File: config.mk
export PLATFORM = sky130hd
export DESIGN_NAME = zeroriscy_trace_ctrl_flat
export DESIGN_NICKNAME = d
export VERILOG_FILES = /design/src/rtl/zeroriscy_trace_ctrl_pkg.sv /design/src/rtl/zeroriscy_trace_ctrl_if.sv /design/src/rtl/zeroriscy_trace_fifo.sv /design/src/rtl/zeroriscy_trace_ctrl.sv /design/src/flat_wrapper.sv
export SDC_FILE = /design/constraint.sdc
export NUM_CORES = 2
export LEC_CHECK = 0
export BUFFER_PORTS_ARGS = -buffer_cell sky130_fd_sc_hd__buf_2
export CAP_MARGIN = 20
export CORE_ASPECT_RATIO = 1.25
export CORE_MARGIN = 2
export CORE_UTILIZATION = 55
export DETAILED_ROUTE_END_ITERATION = 6
export GPL_TIMING_DRIVEN = 0
export PLACE_DENSITY = 0.81
export SYNTH_ARGS = -nofsm -noshare
export SYNTH_HDL_FRONTEND = slang
export SYNTH_SLANG_ARGS = --single-unit
export TNS_END_PERCENT = 1
File: constraint.sdc
create_clock -name clk -period 23.1 [get_ports clk]
set_clock_uncertainty 0.1 [all_clocks]
set_input_delay 1.155 -clock clk [delete_from_list [all_inputs] [get_ports clk]]
set_output_delay 1.155 -clock clk [all_outputs]
set_load 0.005 [all_outputs]
File: src/rtl/zeroriscy_trace_ctrl_pkg.sv
// Shared types and constants for the zero-riscy trace capture controller.
// Holds the FSM state encoding, the record layout and the record-to-word mapping.
package zeroriscy_trace_pkg;

  localparam int unsigned REC_WORDS = 4;
  localparam int unsigned TSTAMP_W  = 26;

  typedef enum logic [1:0] {
    IDLE    = 2'd0,
    ARMED   = 2'd1,
    CAPTURE = 2'd2,
    DRAIN   = 2'd3
  } trace_state_e;

  typedef struct packed {
    logic                rd_we;
    logic [4:0]          rd_addr;
    logic [TSTAMP_W-1:0] tstamp;
    logic [31:0]         pc;
    logic [31:0]         instr;
    logic [31:0]         wdata;
  } trace_rec_t;

  // Word order on the stream: header, pc, instr, write data (zero when no write).
  function automatic logic [31:0] rec_word(input trace_rec_t rec, input logic [1:0] idx);
    logic [31:0] w;
    case (idx)
      2'd0:    w = {rec.rd_we, rec.rd_addr, rec.tstamp};
      2'd1:    w = rec.pc;
      2'd2:    w = rec.instr;
      default: w = rec.rd_we ? rec.wdata : '0;
    endcase
    return w;
  endfunction

endpackage

File: src/rtl/zeroriscy_trace_ctrl_if.sv
// Valid/ready word stream carrying serialized trace records to the debug/host side.
// master drives the words, slave supplies backpressure.
interface zeroriscy_trace_ctrl_if;
  logic        rec_valid;
  logic        rec_ready;
  logic [31:0] rec_data;
  logic        rec_last;

  modport master (output rec_valid, output rec_data, output rec_last, input rec_ready);
  modport slave  (input rec_valid, input rec_data, input rec_last, output rec_ready);
endinterface

File: src/rtl/zeroriscy_trace_fifo.sv
// Single-clock first-word-fall-through FIFO of trace records.
// A push while full is still accepted when a pop happens in the same cycle.
module zeroriscy_trace_fifo
  import zeroriscy_trace_pkg::*;
#(
  parameter int unsigned DEPTH = 16
) (
  input  logic                   clk,
  input  logic                   rst_n,
  input  logic                   i_push,
  input  logic                   i_pop,
  input  trace_rec_t             i_wdata,
  output trace_rec_t             o_rdata,
  output logic                   o_full,
  output logic                   o_empty,
  output logic [$clog2(DEPTH):0] o_count
);
  localparam int unsigned AW = $clog2(DEPTH);
  localparam int unsigned CW = AW + 1;

  trace_rec_t    r_mem [DEPTH];
  logic [AW-1:0] r_wptr;
  logic [AW-1:0] r_rptr;
  logic [CW-1:0] r_count;
  logic          w_do_push;
  logic          w_do_pop;

  assign o_full    = (r_count == CW'(DEPTH));
  assign o_empty   = (r_count == '0);
  assign w_do_pop  = i_pop & ~o_empty;
  assign w_do_push = i_push & (~o_full | w_do_pop);
  assign o_rdata   = r_mem[r_rptr];
  assign o_count   = r_count;

  always_ff @(posedge clk) begin
    if (w_do_push) r_mem[r_wptr] <= i_wdata;
  end

  always_ff @(posedge clk or negedge rst_n) begin
    if (!rst_n) begin
      r_wptr  <= '0;
      r_rptr  <= '0;
      r_count <= '0;
    end else begin
      if (w_do_push) r_wptr <= r_wptr + AW'(1);
      if (w_do_pop)  r_rptr <= r_rptr + AW'(1);
      case ({w_do_push, w_do_pop})
        2'b10:   r_count <= r_count + CW'(1);
        2'b01:   r_count <= r_count - CW'(1);
        default: r_count <= r_count;
      endcase
    end
  end

endmodule

File: src/rtl/zeroriscy_trace_ctrl.sv
// Trace capture controller: PC-triggered arm/capture/stop FSM, record FIFO and 4-word serializer.
// Define TRACE_CTRL_TSTAMP_EN to build the 26-bit cycle timestamp; otherwise w0[25:0] is zero.
module zeroriscy_trace_ctrl
  import zeroriscy_trace_pkg::*;
#(
  parameter int unsigned DEPTH = 16,
  parameter int unsigned CNT_W = 16
) (
  input  logic                          clk,
  input  logic                          rst_n,
  input  logic                          arm,
  input  logic                          stop,
  input  logic                          cfg_start_any,
  input  logic [31:0]                   cfg_start_pc,
  input  logic [31:0]                   cfg_stop_pc,
  input  logic                          ret_valid,
  input  logic [31:0]                   ret_pc,
  input  logic [31:0]                   ret_instr,
  input  logic                          ret_rd_we,
  input  logic [4:0]                    ret_rd_addr,
  input  logic [31:0]                   ret_rd_wdata,
  zeroriscy_trace_ctrl_if.master        rec,
  output logic [1:0]                    state,
  output logic                          overflow,
  output logic [CNT_W-1:0]              drop_cnt,
  output logic [$clog2(DEPTH):0]        fifo_cnt
);
  trace_state_e        r_state;
  trace_state_e        w_state_nxt;
  logic                w_push_req;
  logic                w_clear;
  logic                w_start_hit;
  logic                w_stop_hit;
  logic [TSTAMP_W-1:0] w_tstamp;
  trace_rec_t          w_rec;
  trace_rec_t          w_head;
  logic                w_fifo_full;
  logic                w_fifo_empty;
  logic                w_accept;
  logic                w_load;
  logic                w_drop;

  trace_rec_t          r_rec;
  logic [1:0]          r_idx;
  logic                r_valid;
  logic                r_last;
  logic [31:0]         r_data;
  logic                r_overflow;
  logic [CNT_W-1:0]    r_drop_cnt;

`ifdef TRACE_CTRL_TSTAMP_EN
  logic [TSTAMP_W-1:0] r_tstamp;

  always_ff @(posedge clk or negedge rst_n) begin
    if (!rst_n) r_tstamp <= '0;
    else        r_tstamp <= r_tstamp + TSTAMP_W'(1);
  end

  assign w_tstamp = r_tstamp;
`else
  assign w_tstamp = '0;
`endif

  assign w_start_hit = ret_valid & (cfg_start_any | (ret_pc == cfg_start_pc));
  assign w_stop_hit  = ret_valid & (ret_pc == cfg_stop_pc);

  assign w_rec = '{rd_we:   ret_rd_we,
                   rd_addr: ret_rd_addr,
                   tstamp:  w_tstamp,
                   pc:      ret_pc,
                   instr:   ret_instr,
                   wdata:   ret_rd_wdata};

  always_ff @(posedge clk or negedge rst_n) begin
    if (!rst_n) r_state <= IDLE;
    else        r_state <= w_state_nxt;
  end

  always_comb begin
    w_state_nxt = r_state;
    w_push_req  = 1'b0;
    w_clear     = 1'b0;
    case (r_state)
      IDLE: begin
        if (arm) begin
          w_state_nxt = ARMED;
          w_clear     = 1'b1;
        end
      end
      ARMED: begin
        if (stop) begin
          w_state_nxt = IDLE;
        end else if (w_start_hit) begin
          w_push_req  = 1'b1;
          w_state_nxt = CAPTURE;
        end
      end
      CAPTURE: begin
        w_push_req = ret_valid;
        if (stop || w_stop_hit) w_state_nxt = DRAIN;
      end
      DRAIN: begin
        if (w_fifo_empty && !r_valid) w_state_nxt = IDLE;
      end
      default: w_state_nxt = IDLE;
    endcase
  end

  // Reloading on acceptance of w3 keeps records back to back and frees a FIFO slot for a same-cycle push.
  assign w_accept = r_valid & rec.rec_ready;
  assign w_load   = ~w_fifo_empty & (~r_valid | (w_accept & r_last));
  assign w_drop   = w_push_req & w_fifo_full & ~w_load;

  zeroriscy_trace_fifo #(
    .DEPTH (DEPTH)
  ) u_fifo (
    .clk     (clk),
    .rst_n   (rst_n),
    .i_push  (w_push_req),
    .i_pop   (w_load),
    .i_wdata (w_rec),
    .o_rdata (w_head),
    .o_full  (w_fifo_full),
    .o_empty (w_fifo_empty),
    .o_count (fifo_cnt)
  );

  always_ff @(posedge clk or negedge rst_n) begin
    if (!rst_n) begin
      r_rec   <= '0;
      r_idx   <= '0;
      r_valid <= 1'b0;
      r_last  <= 1'b0;
      r_data  <= '0;
    end else if (w_load) begin
      r_rec   <= w_head;
      r_idx   <= 2'd1;
      r_valid <= 1'b1;
      r_last  <= 1'b0;
      r_data  <= rec_word(w_head, 2'd0);
    end else if (w_accept) begin
      if (r_last) begin
        r_valid <= 1'b0;
        r_last  <= 1'b0;
        r_data  <= '0;
      end else begin
        r_data  <= rec_word(r_rec, r_idx);
        r_last  <= (r_idx == 2'(REC_WORDS - 1));
        r_idx   <= r_idx + 2'd1;
      end
    end
  end

  always_ff @(posedge clk or negedge rst_n) begin
    if (!rst_n) begin
      r_overflow <= 1'b0;
      r_drop_cnt <= '0;
    end else if (w_clear) begin
      r_overflow <= 1'b0;
      r_drop_cnt <= '0;
    end else if (w_drop) begin
      r_overflow <= 1'b1;
      if (~&r_drop_cnt) r_drop_cnt <= r_drop_cnt + CNT_W'(1);
    end
  end

  assign rec.rec_valid = r_valid;
  assign rec.rec_data  = r_data;
  assign rec.rec_last  = r_last;
  assign state         = r_state;
  assign overflow      = r_overflow;
  assign drop_cnt      = r_drop_cnt;

endmodule
File: src/flat_wrapper.sv
// flat-port wrapper written by rule: the top's interface ports become plain ports
module zeroriscy_trace_ctrl_flat import zeroriscy_trace_pkg::*;
#(
  parameter int unsigned DEPTH = 16,
  parameter int unsigned CNT_W = 16
)
  (clk, rst_n, arm, stop, cfg_start_any, cfg_start_pc, cfg_stop_pc, ret_valid, ret_pc, ret_instr, ret_rd_we, ret_rd_addr, ret_rd_wdata, state, overflow, drop_cnt, fifo_cnt, rec_rec_valid, rec_rec_data, rec_rec_last, rec_rec_ready);
  zeroriscy_trace_ctrl_if rec_i ();
  input  logic clk;
  input  logic rst_n;
  input  logic arm;
  input  logic stop;
  input  logic cfg_start_any;
  input  logic [31:0] cfg_start_pc;
  input  logic [31:0] cfg_stop_pc;
  input  logic ret_valid;
  input  logic [31:0] ret_pc;
  input  logic [31:0] ret_instr;
  input  logic ret_rd_we;
  input  logic [4:0] ret_rd_addr;
  input  logic [31:0] ret_rd_wdata;
  output logic [1:0] state;
  output logic overflow;
  output logic [CNT_W-1:0] drop_cnt;
  output logic [$clog2(DEPTH):0] fifo_cnt;
  output wire logic [$bits(rec_i.rec_valid)-1:0] rec_rec_valid;
  output wire logic [$bits(rec_i.rec_data)-1:0] rec_rec_data;
  output wire logic [$bits(rec_i.rec_last)-1:0] rec_rec_last;
  input wire logic [$bits(rec_i.rec_ready)-1:0] rec_rec_ready;
  assign rec_rec_valid = rec_i.rec_valid;
  assign rec_rec_data = rec_i.rec_data;
  assign rec_rec_last = rec_i.rec_last;
  assign rec_i.rec_ready = rec_rec_ready;
  zeroriscy_trace_ctrl #(.DEPTH(DEPTH), .CNT_W(CNT_W)) u_core (.clk(clk), .rst_n(rst_n), .arm(arm), .stop(stop), .cfg_start_any(cfg_start_any), .cfg_start_pc(cfg_start_pc), .cfg_stop_pc(cfg_stop_pc), .ret_valid(ret_valid), .ret_pc(ret_pc), .ret_instr(ret_instr), .ret_rd_we(ret_rd_we), .ret_rd_addr(ret_rd_addr), .ret_rd_wdata(ret_rd_wdata), .rec(rec_i), .state(state), .overflow(overflow), .drop_cnt(drop_cnt), .fifo_cnt(fifo_cnt));
endmodule
==> flow_metrics.py <==
metrics = {
    "run_status": {
        "outcome": "finished with violations",
        "violations": "DRC",
    },
    "timing": {
        "finalHoldViolCount": 0,
        "slew_violations": 0,
        "max_freq_ghz": 0.186,
        "relSlewSlack_pct": 21.9,
        "finalCritPeriodShare_pct": 23.3,
        "finalWorstSetupSlack_ns": 17.71,
        "grt_setup_unrepaired": "false",
        "min_period_ns": 5.39,
        "worst_slew_pin_slew_ns": 1.17,
        "whs_ns": 0.188,
        "setup_viol": 0,
    },
    "logic_synthesis": {
        "synth-main-ff-cell": "edfxtp_1",
        "synth_seq_cells": 1802,
        "synth.distinct_cells": 56,
        "yosysWarningCount": 0,
        "ys_seq_area_share_pct": 76.4,
        "syn_avg_cell_area_sq_um": 21.7,
        "syn-cell-area_sq_um": 69800,
        "synth_edf_count": 1632,
        "syn-num-nets": 3410,
        "async_flop_share_pct": 9.43,
        "synth_cells": 3219,
    },
    "critical_path": {
        "start_kind": "input pin",
        "r2r-start": "u_core.u_fifo.o_count[0]$_DFFE_PN0P_",
        "rrSetupSlack_ns": 18.99,
        "slowest_stage": "nor4bb_4",
        "worst-path-max-fanout": 18,
        "worstPathRequired_ns": 23.48,
        "critPathCaptureType": "flip-flop",
        "cpLargestDelayFamily": "simple AND/OR/NAND/NOR gates",
        "worstPathArrival_ns": 5.77,
        "worst-path-buf-inv": 7,
        "path_cells": "buf_2 > xor2_1 > nor4_1 > nand4_1 > nor4_1 > or2_0 > buf_2 > clkbuf_2 > nor4bb_4 > buf_8 > buf_6 > buf_6 > buf_8",
        "max_stage_delay_ns": 0.76,
        "cp-startpoint": "ret_pc[3]",
        "crit_type": "input pin to flip-flop",
    },
    "clock_network": {
        "ctsRootBufferMaster": "clkbuf_16",
        "cts_resized": 0,
        "cts_tree": "built",
        "cts_sinks": 1802,
        "hold_buffers": 0,
        "clock_latency_ns": 0.79,
        "cts_max_level": 4,
        "cts_inserted_buffers": 157,
        "cts_setup_buffers": 0,
        "cts.clk_slew.worst_paths_ns": 0.07,
        "clock_path_buffers": 3,
    },
    "global_routing": {
        "grt_usage_pct": 31.0,
        "grt_pass1_wl_microns": 279000,
        "grt_overflow": 0,
        "grt_start_max_net_pins": 121,
        "antenna_found_initial": 28,
        "first_global_vias": 37732,
    },
    "layout": {
        "final_nets": 3853,
        "drive_gt1_share_pct": 29.2,
        "final_common_cell": "edfxtp_1",
        "fill_cells": 7818,
        "area_growth_pct": 13.7,
        "final_cell_mix": "edfxtp_1 (1632), mux4_2 (510), nand2_1 (361), buf_2 (272), dfrtp_1 (170)",
    },
    "routing": {
        "wl_per_cell_microns": 36.3,
        "first_iter_violations": 5987,
        "drc": 1,
        "vias_per_cell": 6.81,
        "first_pass_iters": 7,
        "wl_microns": 200000,
        "ant_nets": 0,
        "via_count": 37494,
    },
    "min_path": {
        "holdCritPathClass": "input pin to async pin",
    },
    "power": {
        "leakage_uw": 0.0262,
        "ir_drop_v": 0.0000903,
        "powerDensity_nw_per_um2": 113,
    },
    "place": {
        "dpl.hpwl_microns": 114000,
        "portBuffers": 230,
        "gp_congestion": 1.04,
        "dp_slack_ns": 17.17,
    },
    "floorplanning": {
        "core-area_sq_um": 126000,
        "dieArea_sq_um": 130000,
        "die_w_microns": 323,
        "fp-row-count": 146,
        "die_h_microns": 402,
        "io_pins": 231,
        "start_util_pct": 55.3,
    },
    "run": {
        "cap_viol_max_count": 0,
    },
}
## per-layer routing
| metal | up-vias | track usage [%] | wire length (microns) |
|---|---|---|---|
| met1 | 19129 | 37.2 | 62700 |
| met5 | - | 0 | 167 |
| met3 | 789 | 9.04 | 24400 |
| met2 | 3397 | 49.8 | 97500 |
| li1 | 14151 | - | - |
| met4 | 28 | 19.0 | 15000 |
## cell usage after synthesis, types with 18 or more instances
cell type,n,area share (%)
edfxtp_1,1632,70
mux4_2,510,16
nand2_1,361,1.9
dfrtp_1,170,6.1
clkbuf_1,81,0.44
o21ai_0,44,0.32
buf_2,41,0.29
xnor2_1,38,0.48
xor2_1,38,0.48
a22oi_1,28,0.30
a22o_1,27,0.34
buf_6,24,0.39
nor2_1,21,0.11
a21oi_1,18,0.13
## power by group
group	internal, uW	switching [uW]	total [uW]
Combinational	1060	1430	2490
Sequential	3730	155	3880
Clock	1430	1190	2620
## area by class of cell
type | instances | area (sq um) | share of cell area (%)
flip-flops and latches | 1802 | 53300 | 67.1
repair buffers | 284 | 2340 | 2.94
clock buffers | 195 | 4240 | 5.35
well taps | 1702 | 2130 | 2.68
diodes | 14 | 35.0 | 0.0442
plain buffers | 166 | 876 | 1.10
inverters | 14 | 52.6 | 0.0662
multi-input cells | 1237 | 15600 | 19.7
clock inverters | 91 | 769 | 0.970
## flip-flops by register name, summed over array words and instances, names as in the netlist, named ones only
register,count
u_core.u_fifo.r_wptr,4
u_core.u_fifo.o_count,5
u_core.rec.rec_last,1
u_core.drop_cnt,16
u_core.u_fifo.r_mem,1632
u_core.state,1
u_core.r_idx,2
u_core.rec.rec_valid,1
u_core.overflow,1
u_core.u_fifo.r_rptr,4
u_core.r_rec,102
u_core.rec.rec_data,32
## cells by family (layout without fill, tap and decap cells)
kind of cell / after synthesis / in the layout / share of synthesized area, %
AND/OR/NAND/NOR: 474 / 474 / 2.96
AO/OA/AOI/OAI: 155 / 155 / 1.53
flip-flops: 1802 / 1802 / 76.4
XOR/XNOR: 76 / 76 / 0.954
multiplexers: 514 / 514 / 16.5
other: 0 / 14 / 0
buffers and inverters: 180 / 750 / 1.33
adder cells (fa/ha/maj): 18 / 18 / 0.334
## metrics by stage
stage	cell area [sq um]	utilization (%)	instances	setup TNS, ns	total power, uW
3_5_place_dp	74300	58.8	5204	0	6290
5_1_grt	79300	62.8	5499	0	9180
3_3_place_gp	73000	57.9	5151	-414.76	6220
6_report	79300	62.8	5505	0	8990
4_1_cts	79300	62.8	5490	0	8940
2_1_floorplan	69800	-	3219	0	5390
## worst paths after layout
| kind | end | depth (start not counted) |
|---|---|---|
| worst max-delay path | u_core.u_fifo.r_mem[0][80]$_DFFE_PP_ | 13 |
| worst min-delay path | u_core.r_rec[37]$_DFFE_PN0P_ | 1 |
| worst max register to register | u_core.u_fifo.r_mem[15][85]$_DFFE_PP_ | 11 |
| worst min register to register | u_core.r_rec[54]$_DFFE_PN0P_ | 2 |
| max in group asynchronous | u_core.r_rec[70]$_DFFE_PN0P_ | 2 |
| min in group clk | u_core.r_rec[54]$_DFFE_PN0P_ | 2 |
## worst reg2reg max path: stages (launching register included)
cell and delay (ns):
dfrtp_1 0.44, nor4_1 0.89, nand3_1 0.32, nand3_1 0.20
nor4_1 0.07, or2_0 0.24, buf_2 0.19, clkbuf_2 0.20
and4_4 0.39, buf_16 0.27, buf_16 0.22, buf_12 0.27
Power figures use the tool's default switching activity.
